--- config.mk ---
export PLATFORM = sky130hd
export DESIGN_NAME = pipe_stage_flat
export DESIGN_NICKNAME = d
export VERILOG_FILES = /design/src/rtl/pipe_stage_if.sv /design/src/rtl/pipe_stage.sv /design/src/flat_wrapper.sv
export SDC_FILE = /design/constraint.sdc
export NUM_CORES = 1
export LEC_CHECK = 0
export BUFFER_PORTS_ARGS = -buffer_cell sky130_fd_sc_hd__buf_2
export CORE_MARGIN = 5
export CORE_UTILIZATION = 54
export CTS_CLUSTER_DIAMETER = 120
export DETAILED_ROUTE_END_ITERATION = 12
export GPL_ROUTABILITY_DRIVEN = 1
export GPL_TIMING_DRIVEN = 1
export PLACE_DENSITY = 0.79
export SYNTH_ARGS = -nofsm -noshare
export SYNTH_HDL_FRONTEND = slang
export SYNTH_SLANG_ARGS = --single-unit
--- constraint.sdc ---
create_clock -name clk -period 2.2 [get_ports clk]
set_input_delay 0.22 -clock clk [delete_from_list [all_inputs] [get_ports clk]]
set_output_delay 0.22 -clock clk [all_outputs]
set_load 0.1 [all_outputs]
--- src/rtl/pipe_stage_if.sv ---
// pipe_stage_if -- groups the stream handshake, flush and status signals of a
// pipe_stage so the stage and its environment connect through one port.
//
// Valid/ready contract (both sides): a word moves on a rising clk edge when
// valid and ready are both 1 at that edge. The sender keeps valid and data
// stable until the transfer happens; ready may change freely while valid is
// low. in_ready is a flop output and never depends on out_ready in the same
// cycle.
//
// Signals:
//   in_valid / in_ready / in_data    upstream -> stage
//   out_valid / out_ready / out_data stage -> downstream
//   flush                            discard every held word (synchronous)
//   occ                              held-word count, also the FSM state
//   stall_cnt                        saturating count of stalled output cycles
//
// Modports: master = environment (upstream source + downstream sink),
//           slave  = the stage itself.
interface pipe_stage_if #(
  parameter int DW = 16,
  parameter int CW = 8
);
  logic          in_valid;
  logic          in_ready;
  logic [DW-1:0] in_data;
  logic          flush;
  logic          out_valid;
  logic          out_ready;
  logic [DW-1:0] out_data;
  logic [1:0]    occ;
  logic [CW-1:0] stall_cnt;

  modport master (
    output in_valid, in_data, flush, out_ready,
    input  in_ready, out_valid, out_data, occ, stall_cnt
  );

  modport slave (
    input  in_valid, in_data, flush, out_ready,
    output in_ready, out_valid, out_data, occ, stall_cnt
  );
endinterface

--- src/rtl/pipe_stage.sv ---
// pipe_stage -- one registered pipeline stage with a skid register, so the
// upstream ready can be a flop while full throughput is still sustained.
//
// Ports:
//   clk   single clock, all state changes on its rising edge
//   rst   asynchronous, active-low reset
//   bus   pipe_stage_if.slave: in_valid/in_ready/in_data, out_valid/
//         out_ready/out_data, flush, occ (FSM state), stall_cnt
//
// Storage: main_q drives out_data; skid_q catches the one word that arrives
// in the cycle the downstream stalls. Any register that holds no valid word
// is parked at NOP, so out_data reads NOP whenever out_valid is 0.
module pipe_stage #(
  parameter int            DW  = 16,
  parameter logic [DW-1:0] NOP = '0,
  parameter int            CW  = 8
) (
  input logic         clk,
  input logic         rst,
  pipe_stage_if.slave bus
);

  // State encoding equals the number of held words; it is exported as occ.
  localparam logic [1:0] EMPTY = 2'd0;
  localparam logic [1:0] BUSY  = 2'd1;
  localparam logic [1:0] FULL  = 2'd2;

  logic [1:0]    state_q, state_d;
  logic [DW-1:0] main_q, main_d;
  logic [DW-1:0] skid_q, skid_d;
  logic          in_ready_q;
  logic          out_valid_q;
  logic [CW-1:0] stall_q, stall_d;

  logic in_acc;
  logic out_acc;

  assign in_acc  = bus.in_valid & in_ready_q;
  assign out_acc = out_valid_q & bus.out_ready;

  always_comb begin
    state_d = state_q;
    main_d  = main_q;
    skid_d  = skid_q;
    if (bus.flush) begin
      // Incoming word is dropped even if accepted; a word taken downstream
      // this cycle is simply gone, which emptying the stage already reflects.
      state_d = EMPTY;
      main_d  = NOP;
      skid_d  = NOP;
    end else begin
      case (state_q)
        EMPTY: begin
          if (in_acc) begin
            main_d  = bus.in_data;
            state_d = BUSY;
          end
        end
        BUSY: begin
          case ({in_acc, out_acc})
            2'b11: main_d = bus.in_data;
            2'b10: begin
              skid_d  = bus.in_data;
              state_d = FULL;
            end
            2'b01: begin
              main_d  = NOP;
              state_d = EMPTY;
            end
            default: ;
          endcase
        end
        FULL: begin
          // in_ready is 0 here, so only the skid word can move forward.
          if (out_acc) begin
            main_d  = skid_q;
            skid_d  = NOP;
            state_d = BUSY;
          end
        end
        default: begin
          state_d = EMPTY;
          main_d  = NOP;
          skid_d  = NOP;
        end
      endcase
    end
  end

  // Saturating stall counter; flush deliberately leaves it alone.
  always_comb begin
    stall_d = stall_q;
    if (out_valid_q && !bus.out_ready && (stall_q != {CW{1'b1}})) begin
      stall_d = stall_q + CW'(1);
    end
  end

  always_ff @(posedge clk or negedge rst) begin
    if (!rst) begin
      state_q     <= EMPTY;
      main_q      <= NOP;
      skid_q      <= NOP;
      in_ready_q  <= 1'b1;
      out_valid_q <= 1'b0;
      stall_q     <= '0;
    end else begin
      state_q     <= state_d;
      main_q      <= main_d;
      skid_q      <= skid_d;
      // Handshake outputs are flopped from the next state so neither is a
      // combinational path from out_ready.
      in_ready_q  <= (state_d != FULL);
      out_valid_q <= (state_d != EMPTY);
      stall_q     <= stall_d;
    end
  end

  assign bus.in_ready  = in_ready_q;
  assign bus.out_valid = out_valid_q;
  assign bus.out_data  = main_q;
  assign bus.occ       = state_q;
  assign bus.stall_cnt = stall_q;

endmodule

--- src/flat_wrapper.sv ---
// flat-port wrapper written by rule: the top's interface ports become plain ports
module pipe_stage_flat 
#(
  parameter int            DW  = 16,
  parameter logic [DW-1:0] NOP = '0,
  parameter int            CW  = 8
)
  (clk, rst, bus_in_valid, bus_in_data, bus_flush, bus_out_ready, bus_in_ready, bus_out_valid, bus_out_data, bus_occ, bus_stall_cnt);
  pipe_stage_if #(.DW(DW), .CW(CW)) bus_i ();
  input logic clk;
  input logic rst;
  input wire logic [$bits(bus_i.in_valid)-1:0] bus_in_valid;
  input wire logic [$bits(bus_i.in_data)-1:0] bus_in_data;
  input wire logic [$bits(bus_i.flush)-1:0] bus_flush;
  input wire logic [$bits(bus_i.out_ready)-1:0] bus_out_ready;
  output wire logic [$bits(bus_i.in_ready)-1:0] bus_in_ready;
  output wire logic [$bits(bus_i.out_valid)-1:0] bus_out_valid;
  output wire logic [$bits(bus_i.out_data)-1:0] bus_out_data;
  output wire logic [$bits(bus_i.occ)-1:0] bus_occ;
  output wire logic [$bits(bus_i.stall_cnt)-1:0] bus_stall_cnt;
  assign bus_i.in_valid = bus_in_valid;
  assign bus_i.in_data = bus_in_data;
  assign bus_i.flush = bus_flush;
  assign bus_i.out_ready = bus_out_ready;
  assign bus_in_ready = bus_i.in_ready;
  assign bus_out_valid = bus_i.out_valid;
  assign bus_out_data = bus_i.out_data;
  assign bus_occ = bus_i.occ;
  assign bus_stall_cnt = bus_i.stall_cnt;
  pipe_stage #(.DW(DW), .NOP(NOP), .CW(CW)) u_core (.clk(clk), .rst(rst), .bus(bus_i));
endmodule
# ---- Word-level counts from Yosys, hierarchy flattened
# Index checks and enable logic that the tools add are counted.
dict set report classes {
  muxes 14
  n_addsub 1
  n_eq_ne 12
  bitwise 2
  n_reduce_logical 7
}
# op n
set op_table {}
lappend op_table {{$mux 16} 6}
lappend op_table {{$pmux 16 s3} 2}
lappend op_table {{$pmux 16 s2} 1}
lappend op_table {{$ne 3x2->1 const B} 3}
lappend op_table {{$add 8x1->8 const B} 1}
lappend op_table {{$ne 8x8->1 const B} 1}
lappend op_table {{$eq 2x2->1 const B} 3}
lappend op_table {{$mux 2} 3}
lappend op_table {{$pmux 2 s3} 1}
lappend op_table {{$reduce_and 3->1} 2}
lappend op_table {{$eq 2x1->1 const B} 2}
lappend op_table {{$ne 2x2->1 const B} 2}
lappend op_table {{$ne 4x4->1 const B} 1}
lappend op_table {{$pmux 2 s2} 1}
lappend op_table {{$and 1x1->1} 2}
lappend op_table {{$logic_and 1x1->1} 2}
lappend op_table {{$logic_not 2->1} 1}
lappend op_table {{$reduce_bool 2->1} 1}
lappend op_table {{$logic_not 1->1} 1}
dict set report totals {
  register_bits 44
  in_bits 21
  output_inout_bits 28
  word_cells 42
}

# ---- Longest topological paths before layout
dict set report logic_depth {
  word_depth 6
  mapped_depth 8
  depth_no_buf 7
}

# ---- Least setup slack after synthesis
# OpenSTA, ideal clock, no wires.
dict set report synth_timing {
  path_type {reg2reg}
  from {reg u_core.stall_q[0] (netlist: u_core.bus.stall_cnt[0])}
  to {reg u_core.stall_q[1] (netlist: u_core.bus.stall_cnt[1])}
  stages_incl_launch_ff 5
  path_buffers 0
  slack_ns -0.110
  period_less_slack_ns 2.310
  t_required_ns 2.074
  arrival_ns 2.184
  setup_time_ns 0.126
  path_cell_list {dfrtp_1 > ha_1 > nand3_2 > o311ai_4 > mux2_2}
}
dict set report synth_via {
  elab_chain_cells 2
  word_cells_on_any_way 3
  classes_between {add/sub (1); eq/ne (1); reduce/logical (1)}
}
# item line_no
set synth_rtl {}
lappend synth_rtl {{start, declared} pipe_stage.sv:33} ;# logic [CW-1:0] stall_q, stall_d;
lappend synth_rtl {{start signal, assigned} pipe_stage.sv:114} ;# stall_q <= stall_d;
lappend synth_rtl {{parallel branches: the longest is 2 deep, another holds $add 8x1->8} n/a}
# Several ways; the timed one is not identified.
# A chain may end at the register's enable or synchronous reset.

# ---- Worst setup path after layout
dict set report layout_timing {
  from {reg u_core.in_ready_q (netlist: u_core.bus.in_ready)}
  to {reg u_core.main_q[2] (netlist: u_core.bus.out_data[2])}
}
dict set report layout_via {
  elab_chain_cells 5
  word_cells_on_any_way 9
  classes_between {eq/ne (4); mux (3); bitwise (1); reduce/logical (1)}
}
# item line_no
set layout_rtl {}
lappend layout_rtl {{start, declared} pipe_stage.sv:31} ;# logic in_ready_q;
lappend layout_rtl {{start signal, assigned} pipe_stage.sv:112} ;# in_ready_q <= (state_d != FULL);
lappend layout_rtl {{$and 1x1->1 (*)} pipe_stage.sv:38} ;# assign in_acc = bus.in_valid & in_ready_q;
lappend layout_rtl {{$eq 2x1->1 or $eq 2x2->1 (tied branches)} pipe_stage.sv:60} ;# case ({in_acc, out_acc})
lappend layout_rtl {{$pmux 16 s2} pipe_stage.sv:60}
lappend layout_rtl {{$pmux 16 s3} pipe_stage.sv:52} ;# case (state_q)
lappend layout_rtl {{$mux 16} pipe_stage.sv:45} ;# if (bus.flush) begin
lappend layout_rtl {{end signal, assigned} pipe_stage.sv:108} ;# main_q <= main_d;
lappend layout_rtl {{end, declared} pipe_stage.sv:29} ;# logic [DW-1:0] main_q, main_d;
# Every way passes the cells marked *; elsewhere a longest branch is shown, timed or not.

==> flow_results.org <==
** Power
- Comb power frac :: 40.4%
- Design Power :: 2.73 mW
- Leak Pwr :: 1.26 nW
- Relative contribution of the clock network to total power :: approximately 22%
- The internal power of the cells totals approximately 1.5 mW.
- Switching pwr :: 1.27 mW
- IR analysis of the VDD net gives a maximum drop of ~0.00093 V.
- Power spread over the standard cell area amounts to 1030 mW/mm2.
- Net switching is a little under half of the power.
- Sequential group share of total power :: 37.3%

** Global route
- The number of antenna violations at the first check in global routing is 0.
- Via count of the first global-routing pass :: 1,851
- All-layer global routing usage :: 20.0%
- Gr ovfl total :: 0
- Entering global routing, the biggest net connects 21 pins.
- First-pass GRT wire length :: approximately 8500 um

** STA
- Share of the clock period used by the worst path :: about 84%
- The worst path in the final design needs a cycle of 1860 ps, including I/O delays and setup.
- Setup repair after global routing missed its margin :: false
- Maximum frequency from static timing analysis :: 539 MHz
- Slew at the pin closest to its max-slew limit :: roughly 770 ps
- The final-report hold violation count came to 0.
- Fin. max-slew vios :: 0
- Skew final :: 10.3 ps
- Count of final setup violators :: 0
- Setup TNS :: 0 ps
- Worst max-slew margin expressed relative to the limit :: 48.4%

** Setup path
- In this run the register-to-register setup slack is 340 ps.
- The largest individual stage delay along the critical path comes from the cell sky130_fd_sc_hd__o22ai_4.
- Crit-path max FO :: 16
- Kind of capture point of the worst setup path :: flip-flop
- STA puts the critical path data required time at about 2400 ps.
- Delay of the slowest critical-path stage :: between 400 and 500 ps
- The critical path starts at u_core.bus.in_ready$_DFF_PN1_.
- In this run the critical register-to-register path is launched from u_core.bus.in_ready$_DFF_PN1_.
- Broken down by cell family, the worst path's largest delay share belongs to compound AO/OA/AOI/OAI gates.
- The worst setup path is launched from a flip-flop.
- Buffers & Inverters on Critical Path :: 1
- Data arrives at the worst endpoint at 2070 ps.
- Measured in cells, the most critical reg-to-reg path has a length of 7.
- The critical path crosses 7 cells after its start point.
- Cells traversed along the worst timing path :: nand2_1 > inv_1 > ha_1 > nor2b_1 > o21ai_1 > o22ai_4 > o2bb2ai_1
- Critical path type :: flip-flop to flip-flop

** Run
- The tool flagged a number of max-cap violations equal to 0.

** Drt
- Drt pass-1 iters :: 4
- In the routed design, unresolved DRC markers number 0.
- Top layer in use :: met4
- Met2 Wirelength :: about 2500 um
- Using the TritonRoute via totals, the vias-per-cell ratio works out to approximately 5.5.
- Avg WL per Cell :: ~15 um
- After detailed routing, the total wire length is 5000 um.
- Met3 routed WL :: roughly 300 um
- Iter 0 DRT Violations :: 100
- Number of vias in the routed layout :: 1,812
- Remaining antenna violation count after routing :: 0
- The detailed router put a total of 2170 um of wire on met1.

** Logic synthesis
- Yosys mapped a number of flops with a built-in enable equal to 0.
- Sequential fraction of the synthesis area :: 49.4%
- During synthesis, Yosys emitted a total of 0 warnings.
- Post-synthesis average cell area :: 9.96 um2
- Area share of the largest cell type after synthesis :: about half
- The netlist uses 38 different library cells.
- Cell area after synthesis :: 0.00223 mm2
- FF+latch count, synth :: 44
- After synthesis, the cell types taking the most area are sky130_fd_sc_hd__dfrtp_1, sky130_fd_sc_hd__mux2i_1, sky130_fd_sc_hd__nand2_1.
- The biggest area contributor in the post-synthesis netlist is sky130_fd_sc_hd__dfrtp_1.
- Async set-or-reset flop fraction in the synthesized netlist :: 100%
- Synthesis produced a netlist whose cell count is 224.
- Post-Syn Nets :: 248
- Commonest register cell after synthesis :: sky130_fd_sc_hd__dfrtp_1

** Final layout
- Nets :: 301
- Flip-flop and latch area :: 0.00111 mm2
- 0 antenna diodes ended up in the layout.
- Share of cells above drive strength 1 :: 29.1%
- The area growth from synthesis to layout is 18.5%.
- The filler cells instantiated in the layout total approximately 330.
- In the final layout, the multi-input gates occupy 0.00102 mm2.

** Clock network
- In this run the number of H-tree levels came out at 2.
- For the worst-skew pair, the clock arrives at the later sink with an insertion delay of 290 ps.
- In this run the deepest clock path goes through 2 buffers.
- Counting the buffers created by CTS gives 5.
- In this run, post-CTS repair resized a total of 0 instances.
- Number of buffers inserted by post-CTS setup repair :: 0
- CTS tree :: built
- Clock tree synthesis selected as its root buffer the cell sky130_fd_sc_hd__clkbuf_8.
- CTS sink count :: 44
- Number of buffers inserted for hold repair after clock tree synthesis :: 1
- Clock-pin slew was measured on the worst setup and hold paths at 80 ps.

** Floorplanning
- Initial core utilization :: 55.8%
- The total area inside the core boundary comes to around 0.0040 mm2.
- Site Rows :: 23
- The die covers 0.00552 mm2.
- I/O pin total :: 49
- Die outline width :: 74.3 um
- The floorplan step set the die height to 74.3 um.

** Placed design
- Sum of net half-perimeters after detailed placement :: about 3600 um
- Number of port buffers :: 48
- GP Congestion :: approximately 0.80

** Hold path
- The worst hold path passes through 3 cells.
- The startpoint identified for the worst hold timing path is bus_in_data[9].
- Worst min path class :: primary input to flip-flop

** Status
- The flow ran to the end, and the final reports show no timing, DRC or antenna violations.
[through the flow]
step	instances	setup slack, ps	hold slack [ps]	instance area [um2]	utilization (%)
floorplan	224	40.6	-75.6	2230	-
global placement	319	445	122	2520	63.1
detailed placement	319	367	117	2520	63.1
CTS	328	351	165	2640	66.1
global route	328	184	178	2640	66.1
finish	328	344	171	2640	66.1
[cells in the final DEF (no fill, tap or decap), types with 2 or more instances in the layout]
cell                        Yosys  layout
sky130_fd_sc_hd__buf_4          2      10
sky130_fd_sc_hd__inv_1          5       5
sky130_fd_sc_hd__nor2_1        21      21
sky130_fd_sc_hd__nand3b_1       2       2
sky130_fd_sc_hd__nor3_1         3       3
sky130_fd_sc_hd__buf_2          6      48
sky130_fd_sc_hd__xor2_1         6       6
sky130_fd_sc_hd__o21ai_0       14      14
sky130_fd_sc_hd__mux2i_1       16      16
sky130_fd_sc_hd__ha_1           3       3
sky130_fd_sc_hd__dfrtp_1       43      40
sky130_fd_sc_hd__nor2b_1        3       3
sky130_fd_sc_hd__clkbuf_8       0       5
sky130_fd_sc_hd__o2bb2ai_1     15      15
sky130_fd_sc_hd__a21oi_2        2       2
sky130_fd_sc_hd__nand3_1        2       2
sky130_fd_sc_hd__o21ai_1        6       6
sky130_fd_sc_hd__a21oi_1       16      16
sky130_fd_sc_hd__dfrtp_2        0       3
sky130_fd_sc_hd__nand2_1       37      37
[synth_stat cells, types with 2 or more instances]
| cell type | number |
|---|---|
| sky130_fd_sc_hd__nor3_1 | 3 |
| sky130_fd_sc_hd__inv_1 | 5 |
| sky130_fd_sc_hd__nor2_1 | 21 |
| sky130_fd_sc_hd__o2bb2ai_1 | 15 |
| sky130_fd_sc_hd__a21oi_1 | 16 |
| sky130_fd_sc_hd__o21ai_1 | 6 |
| sky130_fd_sc_hd__dfrtp_1 | 43 |
| sky130_fd_sc_hd__mux2i_1 | 16 |
| sky130_fd_sc_hd__a21oi_2 | 2 |
| sky130_fd_sc_hd__nand3_1 | 2 |
| sky130_fd_sc_hd__nand2_1 | 37 |
| sky130_fd_sc_hd__o21ai_0 | 14 |
| sky130_fd_sc_hd__xor2_1 | 6 |
| sky130_fd_sc_hd__buf_6 | 3 |
| sky130_fd_sc_hd__ha_1 | 3 |
| sky130_fd_sc_hd__buf_2 | 6 |
| sky130_fd_sc_hd__nand3b_1 | 2 |
| sky130_fd_sc_hd__buf_4 | 2 |
| sky130_fd_sc_hd__nor2b_1 | 3 |
[layout make-up]
type | instances | area share [%]
clock buffers | 6 | 2.75
clock inverters | 2 | 1.33
inverters | 6 | 0.852
multi-input cells | 161 | 38.5
flip-flops and latches | 44 | 41.9
well taps | 50 | 2.37
repair buffers | 59 | 12.3
[final timing paths]
kind,to
max,u_core.bus.out_data[2]$_DFFE_PN0P_
min,u_core.skid_q[9]$_DFFE_PN0P_
max reg2reg,u_core.bus.out_data[2]$_DFFE_PN0P_
min reg2reg,u_core.skid_q[1]$_DFFE_PN0P_
max in group asynchronous,u_core.bus.in_ready$_DFF_PN1_
min in group asynchronous,u_core.skid_q[14]$_DFFE_PN0P_
[logic make-up after synthesis]
kind of cell / synth area share, %
AO/OA/AOI/OAI: 19.6
XOR/XNOR: 2.75
adder cells (fa/ha/maj): 1.68
buffers and inverters: 4.93
flip-flops: 49.4
multiplexers: 7.68
AND/OR/NAND/NOR: 14.0
[worst reg2reg max path, stage by stage, from the launching register on]
cell and delay [ps]:
sky130_fd_sc_hd__dfstp_2 370, sky130_fd_sc_hd__nand2_1 180, sky130_fd_sc_hd__inv_1 120, sky130_fd_sc_hd__ha_1 220, sky130_fd_sc_hd__nor2b_1 160, sky130_fd_sc_hd__o21ai_1 120
sky130_fd_sc_hd__o22ai_4 440, sky130_fd_sc_hd__o2bb2ai_1 190
[power by group through the flow]
stage / Sequential (mW) / Clock (mW) / Combinational (mW)
after floorplan: 1.67 / 0 / 0.254
after detailed placement: 1.03 / 0 / 1.11
after CTS: 1.02 / 0.616 / 1.11
after global placement: 1.03 / 0 / 1.09
after global routing: 1.04 / 0.649 / 1.16
final: 1.02 / 0.608 / 1.10
[per-layer routing]
metal  vias to the layer above  track usage (%)
met5                         -                0
met4                         0             7.31
met3                         6             4.73
met2                        55             32.9
met1                       866             26.0
li1                        885                -
[state kept, by name (all words and copies together) (netlist names)]
name	count
u_core.bus.in_ready	1
u_core.bus.out_valid	1
u_core.skid_q	16
u_core.bus.occ	2
u_core.bus.stall_cnt	8
u_core.bus.out_data	16
(Power assumes the default switching activity.)
